File: src/rtl/masked_and_scheduler_pkg.sv
// ============================================================================
// Module   : masked_and_pkg
// Purpose  : Shared types, share count and index helper for the masked AND
//            scheduler.
// Revision : 1.0 - initial release
// ============================================================================
`default_nettype none

package masked_and_pkg;

    localparam int SHARES = 2;

    typedef enum logic [2:0] {
        IDLE     = 3'd0,
        WAIT_RND = 3'd1,
        MUL      = 3'd2,
        COMP     = 3'd3,
        HOLD     = 3'd4,
        PRE      = 3'd5
    } sched_state_t;

    // Modular increment used by the round-robin search and pointer update.
    function automatic int wrap_add(input int base, input int off, input int n);
        return (base + off) % n;
    endfunction

endpackage

`default_nettype wire

File: src/rtl/masked_and_scheduler_if.sv
// ============================================================================
// Module   : masked_and_scheduler_if
// Purpose  : Requester, randomness and response handshakes of the masked AND
//            scheduler. The master modport is the client/PRNG side.
// Revision : 1.0 - initial release
// ============================================================================
`default_nettype none

interface masked_and_scheduler_if
    import masked_and_pkg::*;
#(
    parameter int NUM_REQ = 4,
    parameter int ID_W    = 2
);

    logic [NUM_REQ-1:0]        req_valid;
    logic [NUM_REQ-1:0]        req_ready;
    logic [SHARES*NUM_REQ-1:0] req_a;
    logic [SHARES*NUM_REQ-1:0] req_b;
    logic                      rnd_valid;
    logic                      rnd_ready;
    logic                      rnd_in;
    logic                      rsp_valid;
    logic                      rsp_ready;
    logic [ID_W-1:0]           rsp_id;
    logic [SHARES-1:0]         rsp_c;

    modport master (
        output req_valid, req_a, req_b, rnd_valid, rnd_in, rsp_ready,
        input  req_ready, rnd_ready, rsp_valid, rsp_id, rsp_c
    );

    modport slave (
        input  req_valid, req_a, req_b, rnd_valid, rnd_in, rsp_ready,
        output req_ready, rnd_ready, rsp_valid, rsp_id, rsp_c
    );

endinterface

`default_nettype wire

File: src/rtl/masked_and_scheduler_isw_and_d1_reg.sv
// ============================================================================
// Module   : isw_and_d1_reg
// Purpose  : First-order ISW AND datapath: registered partial products, then
//            registered compression into the output shares.
// Revision : 1.0 - initial release
// ============================================================================
`default_nettype none

module isw_and_d1_reg
    import masked_and_pkg::*;
(
    input  wire logic              clk,
    input  wire logic              rst,
    input  wire logic              mul_en,
    input  wire logic              comp_en,
    input  wire logic              clr,
    input  wire logic [SHARES-1:0] a,
    input  wire logic [SHARES-1:0] b,
    input  wire logic              r,
    output logic      [SHARES-1:0] c
);

    logic r_p0;
    logic r_p1;
    logic r_p01;
    logic r_p10;
    logic [SHARES-1:0] r_c;

    // Every cross term gets its own flop so no two shares of one operand
    // meet in combinational logic before the refresh bit is absorbed.
    always_ff @(posedge clk) begin
        if (rst) begin
            r_p0  <= 1'b0;
            r_p1  <= 1'b0;
            r_p01 <= 1'b0;
            r_p10 <= 1'b0;
            r_c   <= '0;
        end else begin
            if (clr) begin
                r_p0  <= 1'b0;
                r_p1  <= 1'b0;
                r_p01 <= 1'b0;
                r_p10 <= 1'b0;
            end else if (mul_en) begin
                r_p0  <= (a[0] & b[0]) ^ r;
                r_p1  <= (a[1] & b[1]) ^ r;
                r_p01 <= a[0] & b[1];
                r_p10 <= a[1] & b[0];
            end
            if (comp_en) begin
                r_c[0] <= r_p0;
                r_c[1] <= (r_p1 ^ r_p01) ^ r_p10;
            end
        end
    end

    assign c = r_c;

endmodule

`default_nettype wire

File: src/rtl/masked_and_scheduler.sv
// ============================================================================
// Module   : masked_and_scheduler
// Purpose  : Round-robin sharing of one registered ISW masked AND core among
//            NUM_REQ requesters. Optional macro PRECHARGE_EN adds a PRE state
//            that zeroes operand/random/partial-product registers between ops.
// Revision : 1.0 - initial release
// ============================================================================
`default_nettype none

module masked_and_scheduler
    import masked_and_pkg::*;
#(
    parameter int NUM_REQ = 4,
    parameter int ID_W    = 2
)(
    input  wire logic               clk,
    input  wire logic               rst,
    masked_and_scheduler_if.slave   bus
);

    sched_state_t      r_state;
    logic [ID_W-1:0]   r_rr;
    logic [ID_W-1:0]   r_id;
    logic [SHARES-1:0] r_a;
    logic [SHARES-1:0] r_b;
    logic              r_rnd;
    logic              r_rsp_valid;

    logic              w_grant_valid;
    logic [ID_W-1:0]   w_grant_id;
    logic [SHARES-1:0] w_sel_a;
    logic [SHARES-1:0] w_sel_b;
    logic [NUM_REQ-1:0] w_req_ready;
    logic              w_mul_en;
    logic              w_comp_en;
    logic              w_clr;
    logic [SHARES-1:0] w_rsp_c;

    // Search downward so the last hit is the first valid at/after r_rr.
    always_comb begin
        w_grant_valid = 1'b0;
        w_grant_id    = '0;
        w_sel_a       = '0;
        w_sel_b       = '0;
        for (int k = NUM_REQ - 1; k >= 0; k--) begin
            if (bus.req_valid[wrap_add(int'(r_rr), k, NUM_REQ)]) begin
                w_grant_valid = 1'b1;
                w_grant_id    = ID_W'(wrap_add(int'(r_rr), k, NUM_REQ));
                w_sel_a       = bus.req_a[SHARES*wrap_add(int'(r_rr), k, NUM_REQ) +: SHARES];
                w_sel_b       = bus.req_b[SHARES*wrap_add(int'(r_rr), k, NUM_REQ) +: SHARES];
            end
        end
    end

    always_comb begin
        w_req_ready = '0;
        if (r_state == IDLE && w_grant_valid) begin
            w_req_ready[w_grant_id] = 1'b1;
        end
    end

    always_ff @(posedge clk) begin
        if (rst) begin
            r_state     <= IDLE;
            r_rr        <= '0;
            r_id        <= '0;
            r_a         <= '0;
            r_b         <= '0;
            r_rnd       <= 1'b0;
            r_rsp_valid <= 1'b0;
        end else begin
            case (r_state)
                IDLE: begin
                    if (w_grant_valid) begin
                        r_a     <= w_sel_a;
                        r_b     <= w_sel_b;
                        r_id    <= w_grant_id;
                        r_rr    <= ID_W'(wrap_add(int'(w_grant_id), 1, NUM_REQ));
                        r_state <= WAIT_RND;
                    end
                end
                WAIT_RND: begin
                    if (bus.rnd_valid) begin
                        r_rnd   <= bus.rnd_in;
                        r_state <= MUL;
                    end
                end
                MUL: begin
                    r_state <= COMP;
                end
                COMP: begin
                    r_rsp_valid <= 1'b1;
                    r_state     <= HOLD;
                end
                HOLD: begin
                    if (bus.rsp_ready) begin
                        r_rsp_valid <= 1'b0;
`ifdef PRECHARGE_EN
                        // Zeroed on the way into PRE so PRE itself sees 0s.
                        r_a     <= '0;
                        r_b     <= '0;
                        r_rnd   <= 1'b0;
                        r_state <= PRE;
`else
                        r_state <= IDLE;
`endif
                    end
                end
`ifdef PRECHARGE_EN
                PRE: begin
                    r_state <= IDLE;
                end
`endif
                default: begin
                    r_state <= IDLE;
                end
            endcase
        end
    end

    assign w_mul_en  = (r_state == MUL);
    assign w_comp_en = (r_state == COMP);
`ifdef PRECHARGE_EN
    assign w_clr     = (r_state == HOLD) && bus.rsp_ready;
`else
    assign w_clr     = 1'b0;
`endif

    isw_and_d1_reg u_isw (
        .clk     (clk),
        .rst     (rst),
        .mul_en  (w_mul_en),
        .comp_en (w_comp_en),
        .clr     (w_clr),
        .a       (r_a),
        .b       (r_b),
        .r       (r_rnd),
        .c       (w_rsp_c)
    );

    assign bus.req_ready = w_req_ready;
    assign bus.rnd_ready = (r_state == WAIT_RND);
    assign bus.rsp_valid = r_rsp_valid;
    assign bus.rsp_id    = r_id;
    assign bus.rsp_c     = w_rsp_c;

endmodule

`default_nettype wire
File: src/flat_wrapper.sv
// flat-port wrapper written by rule: the top's interface ports become plain ports
module masked_and_scheduler_flat import masked_and_pkg::*;
#(
    parameter int NUM_REQ = 4,
    parameter int ID_W    = 2
)
  (clk, rst, bus_req_valid, bus_req_a, bus_req_b, bus_rnd_valid, bus_rnd_in, bus_rsp_ready, bus_req_ready, bus_rnd_ready, bus_rsp_valid, bus_rsp_id, bus_rsp_c);
  masked_and_scheduler_if #(.NUM_REQ(NUM_REQ), .ID_W(ID_W)) bus_i ();
  input  wire logic clk;
  input  wire logic rst;
  input wire logic [$bits(bus_i.req_valid)-1:0] bus_req_valid;
  input wire logic [$bits(bus_i.req_a)-1:0] bus_req_a;
  input wire logic [$bits(bus_i.req_b)-1:0] bus_req_b;
  input wire logic [$bits(bus_i.rnd_valid)-1:0] bus_rnd_valid;
  input wire logic [$bits(bus_i.rnd_in)-1:0] bus_rnd_in;
  input wire logic [$bits(bus_i.rsp_ready)-1:0] bus_rsp_ready;
  output wire logic [$bits(bus_i.req_ready)-1:0] bus_req_ready;
  output wire logic [$bits(bus_i.rnd_ready)-1:0] bus_rnd_ready;
  output wire logic [$bits(bus_i.rsp_valid)-1:0] bus_rsp_valid;
  output wire logic [$bits(bus_i.rsp_id)-1:0] bus_rsp_id;
  output wire logic [$bits(bus_i.rsp_c)-1:0] bus_rsp_c;
  assign bus_i.req_valid = bus_req_valid;
  assign bus_i.req_a = bus_req_a;
  assign bus_i.req_b = bus_req_b;
  assign bus_i.rnd_valid = bus_rnd_valid;
  assign bus_i.rnd_in = bus_rnd_in;
  assign bus_i.rsp_ready = bus_rsp_ready;
  assign bus_req_ready = bus_i.req_ready;
  assign bus_rnd_ready = bus_i.rnd_ready;
  assign bus_rsp_valid = bus_i.rsp_valid;
  assign bus_rsp_id = bus_i.rsp_id;
  assign bus_rsp_c = bus_i.rsp_c;
  masked_and_scheduler #(.NUM_REQ(NUM_REQ), .ID_W(ID_W)) u_core (.clk(clk), .rst(rst), .bus(bus_i));
endmodule
File: config.mk
export PLATFORM = sky130hd
export DESIGN_NAME = masked_and_scheduler_flat
export DESIGN_NICKNAME = d
export VERILOG_FILES = /design/src/rtl/masked_and_scheduler_pkg.sv /design/src/rtl/masked_and_scheduler_if.sv /design/src/rtl/masked_and_scheduler_isw_and_d1_reg.sv /design/src/rtl/masked_and_scheduler.sv /design/src/flat_wrapper.sv
export SDC_FILE = /design/constraint.sdc
export NUM_CORES = 1
export LEC_CHECK = 0
export CORE_MARGIN = 5
export CORE_UTILIZATION = 32
export DETAILED_ROUTE_END_ITERATION = 12
export PLACE_DENSITY = 0.62
export REMOVE_ABC_BUFFERS = 1
export SLEW_MARGIN = 20
export SYNTH_ARGS = -nofsm -noshare
export SYNTH_HDL_FRONTEND = slang
export SYNTH_SLANG_ARGS = --single-unit
File: constraint.sdc
create_clock -name clk -period 2.61 [get_ports clk]
set_input_delay 0.783 -clock clk [delete_from_list [all_inputs] [get_ports clk]]
set_output_delay 0.783 -clock clk [all_outputs]
set_load 0.02 [all_outputs]
==> impl_metrics.json, run 1 <==
{
  "synth_flop_cell": "dfxtp_1",
  "dr_total_vias": 1531,
  "grt_util_met1_pct": 15.9,
  "synth_seq_cells": 19,
  "drt_first_pass_iters": 4,
  "portBuffers": 34,
  "cap_violations": 0,
  "die_width_um": 80.8,
  "cts.sinks": 19,
  "post_drt_wl_per_cell_um": 12.3,
  "slowest_delay_ps": 280,
  "diodes": 0,
  "grt_setup_unrepaired": "true",
  "finalInstanceArea_um2": 2270,
  "tightest_slew_ps": 833,
  "utilization_pct": 47.4,
  "synthCells": 194,
  "maxSlewHeadroom_pct": 43.8,
  "synth-edff-count": 0,
  "placed_area_um2": 2100,
  "cts_buffers": 3,
  "hold_path.class": "flip-flop to flip-flop",
  "finClkSkew_ps": 3.05,
  "crit_path_top_delay_cell": "or2_4",
  "cts_tree": "yes",
  "clockBufferDepth": 2,
  "rows": 25,
  "cp-end-kind": "primary output",
  "crit_required_ps": 1830,
  "syn_area_per_cell_um2": 8.27,
  "async_flop_share_pct": 0,
  "grt_antenna_before_repair": 0,
  "cp_max_fo": 5,
  "ys_types": 51,
  "coreArea_um2": 4790,
  "drc": 0,
  "instances_no_fill": 305,
  "syn_area_um2": 1600,
  "r2r-start": "u_core.r_rr[1]",
  "finalSetupViolCount": 4,
  "syn_to_final_growth_pct": 41.5,
  "grt-ovfl-total": 0,
  "place_congestion": 0.759,
  "dpl.hpwl_um": 2870,
  "grt_pass1_wl_um": 6290,
  "path_clk_slew_ps": 70,
  "drt_iter0_drc": 67,
  "cts.htree.levels": 1,
  "violations": "setup timing",
  "hold_viol_final": 0,
  "crit_start": "bus_req_valid[0]",
  "slew_viol_final": 0,
  "fmax_ghz": 0.378,
  "period_minus_slack_ps": 2650,
  "die_h_um": 80.8,
  "ys_warn_count": 0,
  "status": "finished, violations left",
  "power.density_nw_per_um2": 452,
  "hold_path_startpoint": "u_core.u_isw.c[1]",
  "path_buf_inv": 3,
  "drive_above_1_share_pct": 24.4,
  "start_util_pct": 33.5,
  "vias_per_cell": 5.02,
  "cts-root-buf": "clkbuf_8",
  "ant_nets": 0,
  "reg2reg_slack_ps": 450,
  "cts_hold_buf": 0,
  "crit_arrival_ps": 1860,
  "grtUsageTotal_pct": 11.6,
  "ys_seq_area_share_pct": 23.7,
  "gr-usage-met3_pct": 1.88,
  "clock_latency_ps": 250,
  "first_global_vias": 1400,
  "worstSetupPathType": "primary input to primary output",
  "leakage_nw": 0.827,
  "ios": 35,
  "grt_busiest_layer": "met2",
  "fin_ws_ps": -35.1,
  "grt.met2_usage_pct": 19.0,
  "wirelength_um": 3760,
  "cp-start-kind": "primary input",
  "crit_family": "buffers and inverters",
  "cp_cell_sequence": "buf_8 -> buf_4 -> a21boi_2 -> o221ai_4 -> or2_4 -> nor2_4 -> buf_6",
  "grt_max_degree": 32,
  "die_area_um2": 6530,
  "final_nets": 264,
  "ir_drop_v": 0.000204,
  "placedCellCount": 298,
  "period_share_pct": 101
}
-- cell type report --
| class | instances | area [um^2] |
|---|---|---|
| Multi-Input combinational cell | 154 | 1210 |
| Fill cell | 465 | 2520 |
| Inverter | 3 | 11.3 |
| Clock buffer | 3 | 41.3 |
| Sequential cell | 19 | 380 |
| Timing Repair Buffer | 58 | 542 |
| Clock inverter | 1 | 5.00 |
| Tap cell | 67 | 83.8 |
-- per-layer routing --
metal | wire, um | vias to the layer above
met5 | 0 | -
met4 | 27 | 0
met3 | 175 | 4
met2 | 1730 | 27
met1 | 1820 | 686
li1 | - | 814
-- stage by stage --
stage                     hold WS [ps]  setup slack [ps]  total power [mW]  setup TNS, ps
after floorplan                    453              -335             0.619          -1280
after global placement             442              -928             0.789          -4140
after detailed placement           445              -953             0.792          -4330
after CTS                          454              -123             0.999           -312
after global routing               492             -97.1              1.09           -326
final                              450             -35.1              1.03           -109
-- final timing paths --
path                  endpoint  cells past startpoint
max           bus_req_ready[3]                      7
min          u_core.u_isw.c[1]                      2
max reg2reg      u_core.r_a[1]                      5
min reg2reg  u_core.u_isw.c[1]                      2
-- power breakdown --
group	total, mW	internal, mW	switching (mW)
Clock	0.201	0.106	0.0949
Combinational	0.484	0.249	0.236
Sequential	0.341	0.317	0.0247
Total	1.03	0.671	0.355
-- placed cells by master (no fill, tap or decap), drive strengths merged, types with 2 or more instances in the layout --
| master | netlist | routed |
|---|---|---|
| dfxtp | 19 | 19 |
| o311ai | 5 | 5 |
| nand4 | 4 | 4 |
| mux4 | 5 | 5 |
| a21oi | 10 | 10 |
| xor2 | 2 | 2 |
| buf | 10 | 32 |
| clkdlybuf4s50 | 0 | 26 |
| nand2 | 26 | 26 |
| o21bai | 5 | 5 |
| mux2i | 22 | 22 |
| a31oi | 4 | 4 |
| xnor2 | 2 | 2 |
| nor2 | 11 | 11 |
| a211oi | 2 | 2 |
| nand2b | 3 | 3 |
| nor2b | 5 | 5 |
| and2 | 5 | 5 |
| nand3b | 4 | 4 |
| or2 | 2 | 2 |
| nor4 | 2 | 2 |
| nand3 | 6 | 6 |
| or4b | 2 | 2 |
| or3b | 3 | 3 |
| inv | 3 | 3 |
| clkbuf | 8 | 3 |
| a2111oi | 2 | 2 |
| nor3 | 3 | 3 |
| a311oi | 5 | 5 |
-- kinds of logic after synthesis --
family | after synthesis | share of synthesized area, %
xor gates and xnor gates | 4 | 2.18
AOI/OAI and AO/OA | 41 | 19.4
muxes | 27 | 20.7
DFF | 19 | 23.7
and+or+nand+nor | 82 | 27.6
buffers and inverters | 21 | 6.32
-- what timing repair did --
item,CTS,global route
pin swaps,5,6
resized for setup,49,17
endpoints found under the setup margin,4,5
setup buffers,2,1
hold endpoints to repair,0,0
-- registers in the layout, indices dropped and copies added, names as in the netlist --
register,cells
u_core.r_a,2
u_core.r_b,2
u_core.u_isw.r_p1,1
u_core.r_state,3
u_core.bus.rsp_id,2
u_core.u_isw.r_p0,1
u_core.u_isw.c,2
u_core.bus.rsp_valid,1
u_core.u_isw.r_p10,1
u_core.u_isw.r_p01,1
u_core.r_rnd,1
u_core.r_rr,2
-- synth_stat cells (2+ instances only) --
cell	instances	area share (%)
and2_1	5	2.0
mux2i_1	22	14
nand3_1	6	1.9
mux4_2	5	7.0
nand4_1	4	1.6
a31oi_1	4	1.6
clkbuf_1	7	1.6
nor2_1	11	2.6
dfxtp_1	19	24
a21oi_1	10	3.1
nor2b_1	5	2.0
xnor2_1	2	1.1
nor4_1	2	0.78
inv_1	2	0.47
nand2b_1	3	1.2
o311ai_0	5	2.7
nand3b_1	4	1.9
nor3_1	3	0.94
xor2_1	2	1.1
or3b_1	2	1.1
a311oi_1	5	2.7
buf_2	5	1.6
buf_4	2	0.94
buf_1	2	0.47
a211oi_1	2	0.94
o21bai_1	5	2.3
nand2_1	26	6.1
-- worst register-to-register path, delay by kind of cell, from the launching register on --
family | cells | cell delay (ps)
multiplexers | 1 | 570
buffers and inverters | 1 | 430
AO/OA/AOI/OAI | 2 | 370
flip-flops | 1 | 500
AND/OR/NAND/NOR | 1 | 170
No activity file was read; power rests on OpenSTA's default activity.
==> run 2, diff against run 1 <==
Settings changed: CORE_UTILIZATION 32 to 45, PLACE_DENSITY 0.62 to 0.8.
==> run 2 against run 1 <==
  * The flow still finishes with violations (setup timing)
  * Critical endpoint is now bus_req_ready[1]
  * Non-clock buffer count up 1
  * Critical path depth down 1
  * Core utilization up 18 points
  * Clock-buffer cell count unchanged
  * First-iteration DRC count up 18%
==> impl_metrics.json, run 2 (synthesis gave the netlist of run 1 again) <==
{
  "place_congestion": 0.819,
  "multi_input_area_um2": 1210,
  "cap_violations": 0,
  "cts_buffers": 3,
  "reg2reg_slack_ps": 390,
  "final_common_cell": "buf_4",
  "syn_to_final_growth_pct": 38.8,
  "period_share_pct": 104,
  "fin_ws_ps": -106,
  "cp-end-kind": "primary output",
  "largest_reg_flops": 3,
  "fmax_ghz": 0.368,
  "grt_setup_unrepaired": "true",
  "diodes": 0,
  "post_drt_wl_per_cell_um": 13.6,
  "cp-start-kind": "primary input",
  "grtUsageTotal_pct": 15.8,
  "drc": 0,
  "vias_per_cell": 5.66,
  "die_h_um": 69.7,
  "ios": 35,
  "crit_required_ps": 1830,
  "die_area_um2": 4860,
  "cts_hold_buf": 0,
  "utilization_pct": 65.7,
  "nFillCells": 275,
  "grt_pass1_wl_um": 6640,
  "final_nets": 265,
  "clockBufferDepth": 2,
  "maxSlewHeadroom_pct": 48.2,
  "cts-root-buf": "clkbuf_4",
  "final_cell_mix": "buf_4 (27), nand2_1 (26), clkdlybuf4s50_1 (25)",
  "wirelength_um": 3880,
  "hold_viol_final": 0,
  "seq_area_um2": 380,
  "grt_max_degree": 33,
  "grt_antenna_before_repair": 0,
  "tightest_slew_ps": 767,
  "drive_above_1_share_pct": 24.3,
  "finClkSkew_ps": 1.33,
  "hold-worst-slack_ps": 456,
  "hold_path_startpoint": "u_core.u_isw.c[1]",
  "hold_path.class": "flip-flop to flip-flop",
  "cp_max_fo": 4,
  "worstSetupPathType": "primary input to primary output",
  "regMostFlops": "u_core.r_state",
  "drt_iter0_drc": 79,
  "die_width_um": 69.7,
  "first_global_vias": 1523,
  "start_util_pct": 47.3,
  "portBuffers": 34,
  "cts.sinks": 19,
  "crit_arrival_ps": 1930,
  "dr_total_vias": 1613,
  "status": "finished, violations left",
  "period_minus_slack_ps": 2720,
  "grt-ovfl-total": 0,
  "setup_tns_ps": -270,
  "r2r_cells": 5,
  "clock_latency_ps": 300,
  "finalSetupViolCount": 4,
  "cts.htree.levels": 1,
  "slew_viol_final": 0,
  "ant_nets": 0,
  "ir_drop_v": 0.000178,
  "drt_first_pass_iters": 4,
  "coreArea_um2": 3390,
  "reg2reg_to": "u_core.r_b[1]",
  "leakage_nw": 0.828,
  "power.density_nw_per_um2": 441,
  "path_clk_slew_ps": 110,
  "min_path_cells": 2,
  "r2r-start": "u_core.r_rr[1]",
  "violations": "setup timing",
  "cts_tree": "yes",
  "dpl.hpwl_um": 2870,
  "hold_path_end": "u_core.u_isw.c[1]",
  "rows": 21
}
==> run 2: changes by cell type in the layout (fill, tap and decap cells not counted), sizes merged <==
cell | previous run | this run
buf | 32 | 33
clkdlybuf4s50 | 26 | 25
dlygate4sd2 | 0 | 1
==> run 2: layout make-up <==
| class | instances | area share (%) |
|---|---|---|
| repair buffers | 59 | 24.1 |
| well taps | 46 | 2.59 |
| clock inverters | 1 | 0.225 |
| flip-flops and latches | 19 | 17.1 |
| multi-input cells | 154 | 54.5 |
| inverters | 3 | 0.506 |
| clock buffers | 3 | 1.01 |
==> run 2: what timing repair did <==
item | 4_1_cts | 5_1_grt
cloned | 0 | 0
gates resized for setup | 50 | 16
pin swaps | 3 | 7
setup buffers | 1 | 0
setup endpoints to repair | 5 | 4
==> run 2: how the worst max path moves through the flow <==
stage,from,to,slack [ps],cells past startpoint
4_1_cts,bus_req_valid[3],bus_req_ready[3],-120,6
3_5_place_dp,bus_req_valid[1],bus_req_ready[3],-960,6
2_1_floorplan,u_core.r_rr[1],bus_req_ready[1],-340,4
6_report,bus_req_valid[1],bus_req_ready[1],-110,6
3_3_place_gp,bus_req_valid[1],bus_req_ready[3],-900,6
5_1_grt,bus_req_valid[2],bus_req_ready[0],-130,7
==> run 2: critical path: stages <==
cell and delay [ps]:
buf_8 80, nor4_4 30, or4_4 480, or2_4 300, nor2_4 120, buf_6 120
==> run 2: report_power, final <==
part           total [mW]  switching, mW  internal (mW)
Combinational       0.491          0.242          0.249
Clock               0.149         0.0918         0.0572
Sequential          0.342         0.0256          0.317
==> run 2: layer usage <==
metal | global-route usage [%] | share of wire (%) | up-vias
met3 | 2.75 | 4.9 | 4
met4 | 4.04 | 0.59 | 0
met5 | 0 | 0 | -
li1 | - | - | 824
met2 | 27.5 | 48 | 43
met1 | 19.9 | 46 | 742
==> run 2: through the flow <==
stage | power [mW] | instances | setup slack, ps | cell area [um^2]
2_1_floorplan | 0.619 | 176 | -335 | 1510
3_3_place_gp | 0.787 | 280 | -901 | 2090
3_5_place_dp | 0.794 | 280 | -960 | 2090
4_1_cts | 0.951 | 285 | -116 | 2160
5_1_grt | 1.05 | 285 | -132 | 2230
6_report | 0.982 | 285 | -106 | 2230
==> run 3, diff against run 2 <==
Settings changed: PLACE_DENSITY 0.8 to default, PLACE_DENSITY_LB_ADDON from default to 0.15.
==> run 3 against run 2 <==
  * The flow still finishes with violations (setup timing)
  * Sequential share of layout area down 0.19 points
  * Non-clock buffer count up 5
  * Routed wire length is 13% higher
  * Clock skew about the same
  * Core utilization up 0.74 points
  * Clock-buffer cell count up 1
  * Final area grew 1.1%
  * Sequential power hardly changed
  * Global-route usage grew 1.4 points
  * Critical path type unchanged
  * Largest cell class unchanged
  * Largest power group unchanged
==> impl_metrics.json, run 3 (synthesis gave the netlist of run 1 again) <==
{
  "cts_hold_buf": 0,
  "grt_setup_unrepaired": "true",
  "cts.htree.levels": 1,
  "die_area_um2": 4860,
  "fmax_ghz": 0.372,
  "vias_per_cell": 5.90,
  "portBuffers": 34,
  "tightest_slew_ps": 637,
  "wirelength_um": 4380,
  "regMostFlops": "u_core.r_state",
  "nFillCells": 265,
  "ios": 35,
  "cts_buffers": 3,
  "total_power_uw": 992,
  "cap_violations": 0,
  "cp-start-kind": "primary input",
  "reg2reg_slack_ps": 540,
  "cp_max_fo": 3,
  "die_width_um": 69.7,
  "period_share_pct": 103,
  "final_cell_mix": "buf_4 (30), nand2_1 (26), clkdlybuf4s50_1 (25)",
  "coreArea_um2": 3390,
  "grt_pass1_wl_um": 7060,
  "cts-root-buf": "clkbuf_4",
  "crit_required_ps": 1830,
  "final_common_cell": "buf_4",
  "fin_ws_ps": -81.8,
  "rows": 21,
  "final_nets": 270,
  "setup_tns_ps": -284,
  "finClkSkew_ps": 1.52,
  "power.density_nw_per_um2": 441,
  "period_minus_slack_ps": 2690,
  "grt_antenna_before_repair": 0,
  "ant_nets": 0,
  "placed_area_um2": 2080,
  "diodes": 0,
  "hold_path.class": "flip-flop to flip-flop",
  "post_drt_wl_per_cell_um": 15.1,
  "largest_reg_flops": 3,
  "clockBufferDepth": 2,
  "die_h_um": 69.7,
  "leakage_nw": 0.845,
  "hold_viol_final": 0,
  "hold_path_startpoint": "u_core.bus.rsp_id[0]",
  "syn_to_final_growth_pct": 40.3,
  "status": "finished, violations left",
  "worstSetupPathType": "primary input to primary output",
  "ir_drop_v": 0.000196,
  "crit_start": "bus_req_valid[1]",
  "grt-ovfl-total": 0,
  "grtUsageTotal_pct": 17.2,
  "crit_arrival_ps": 1910,
  "slew_viol_final": 0,
  "drive_above_1_share_pct": 24.6,
  "cp-end-kind": "primary output",
  "grt_max_degree": 20,
  "utilization_pct": 66.4,
  "start_util_pct": 47.3,
  "hold-worst-slack_ps": 464,
  "place_congestion": 0.818,
  "instances_no_fill": 290,
  "first_global_vias": 1634,
  "finalSetupViolCount": 4,
  "multi_input_area_um2": 1180,
  "placedCellCount": 279,
  "r2r-start": "u_core.r_rr[1]",
  "drc": 0,
  "violations": "setup timing",
  "cts.sinks": 19,
  "finalInstanceArea_um2": 2250,
  "seq_area_um2": 380,
  "path_clk_slew_ps": 100,
  "maxSlewHeadroom_pct": 57.4,
  "dpl.hpwl_um": 3160,
  "drt_first_pass_iters": 4,
  "place_ws_ps": -992,
  "dr_total_vias": 1712,
  "clock_latency_ps": 290,
  "drt_iter0_drc": 55,
  "cts_tree": "yes"
}
## run 3: area by class of cell
cell class,instances,share of cell area (%)
flip-flops and latches,19,16.9
clock buffers,4,1.17
inverters,3,0.500
multi-input cells,154,52.5
repair buffers,64,26.3
well taps,46,2.56
## run 3: worst paths after layout
kind / to / cells after the start
hold / removal: u_core.bus.rsp_id[0] / 2
hold reg to reg: u_core.bus.rsp_id[0] / 2
setup / recovery: bus_req_ready[3] / 6
setup reg to reg: u_core.r_b[0] / 5
## run 3: power by group
part / total (mW) / switching [mW] / internal (mW) / leakage, nW
Combinational: 0.506 / 0.247 / 0.259 / 0.675
Sequential: 0.343 / 0.0265 / 0.317 / 0.156
Clock: 0.144 / 0.0844 / 0.0593 / 0.0150
Total: 0.992 / 0.358 / 0.634 / 0.845
## run 3: what timing repair did
item / 4_1_cts / 5_1_grt
buffers inserted: 2 / 5
setup endpoints to repair: 5 / 4
resized for setup: 51 / 14
pin swaps: 5 / 8
## run 3: critical path, stage by stage
cell and delay (ps):
buf_8 90, nor4_4 40, or4_4 480, or2_4 290, nor2_4 110, buf_6 120
## run 3: metal layers
metal / global-route usage (%) / up-vias / share of wire, %
li1: - / 836 / -
met1: 19.0 / 808 / 40
met2: 31.9 / 54 / 53
met3: 2.17 / 14 / 5.1
met4: 8.51 / 0 / 2.4
met5: 0 / - / 0
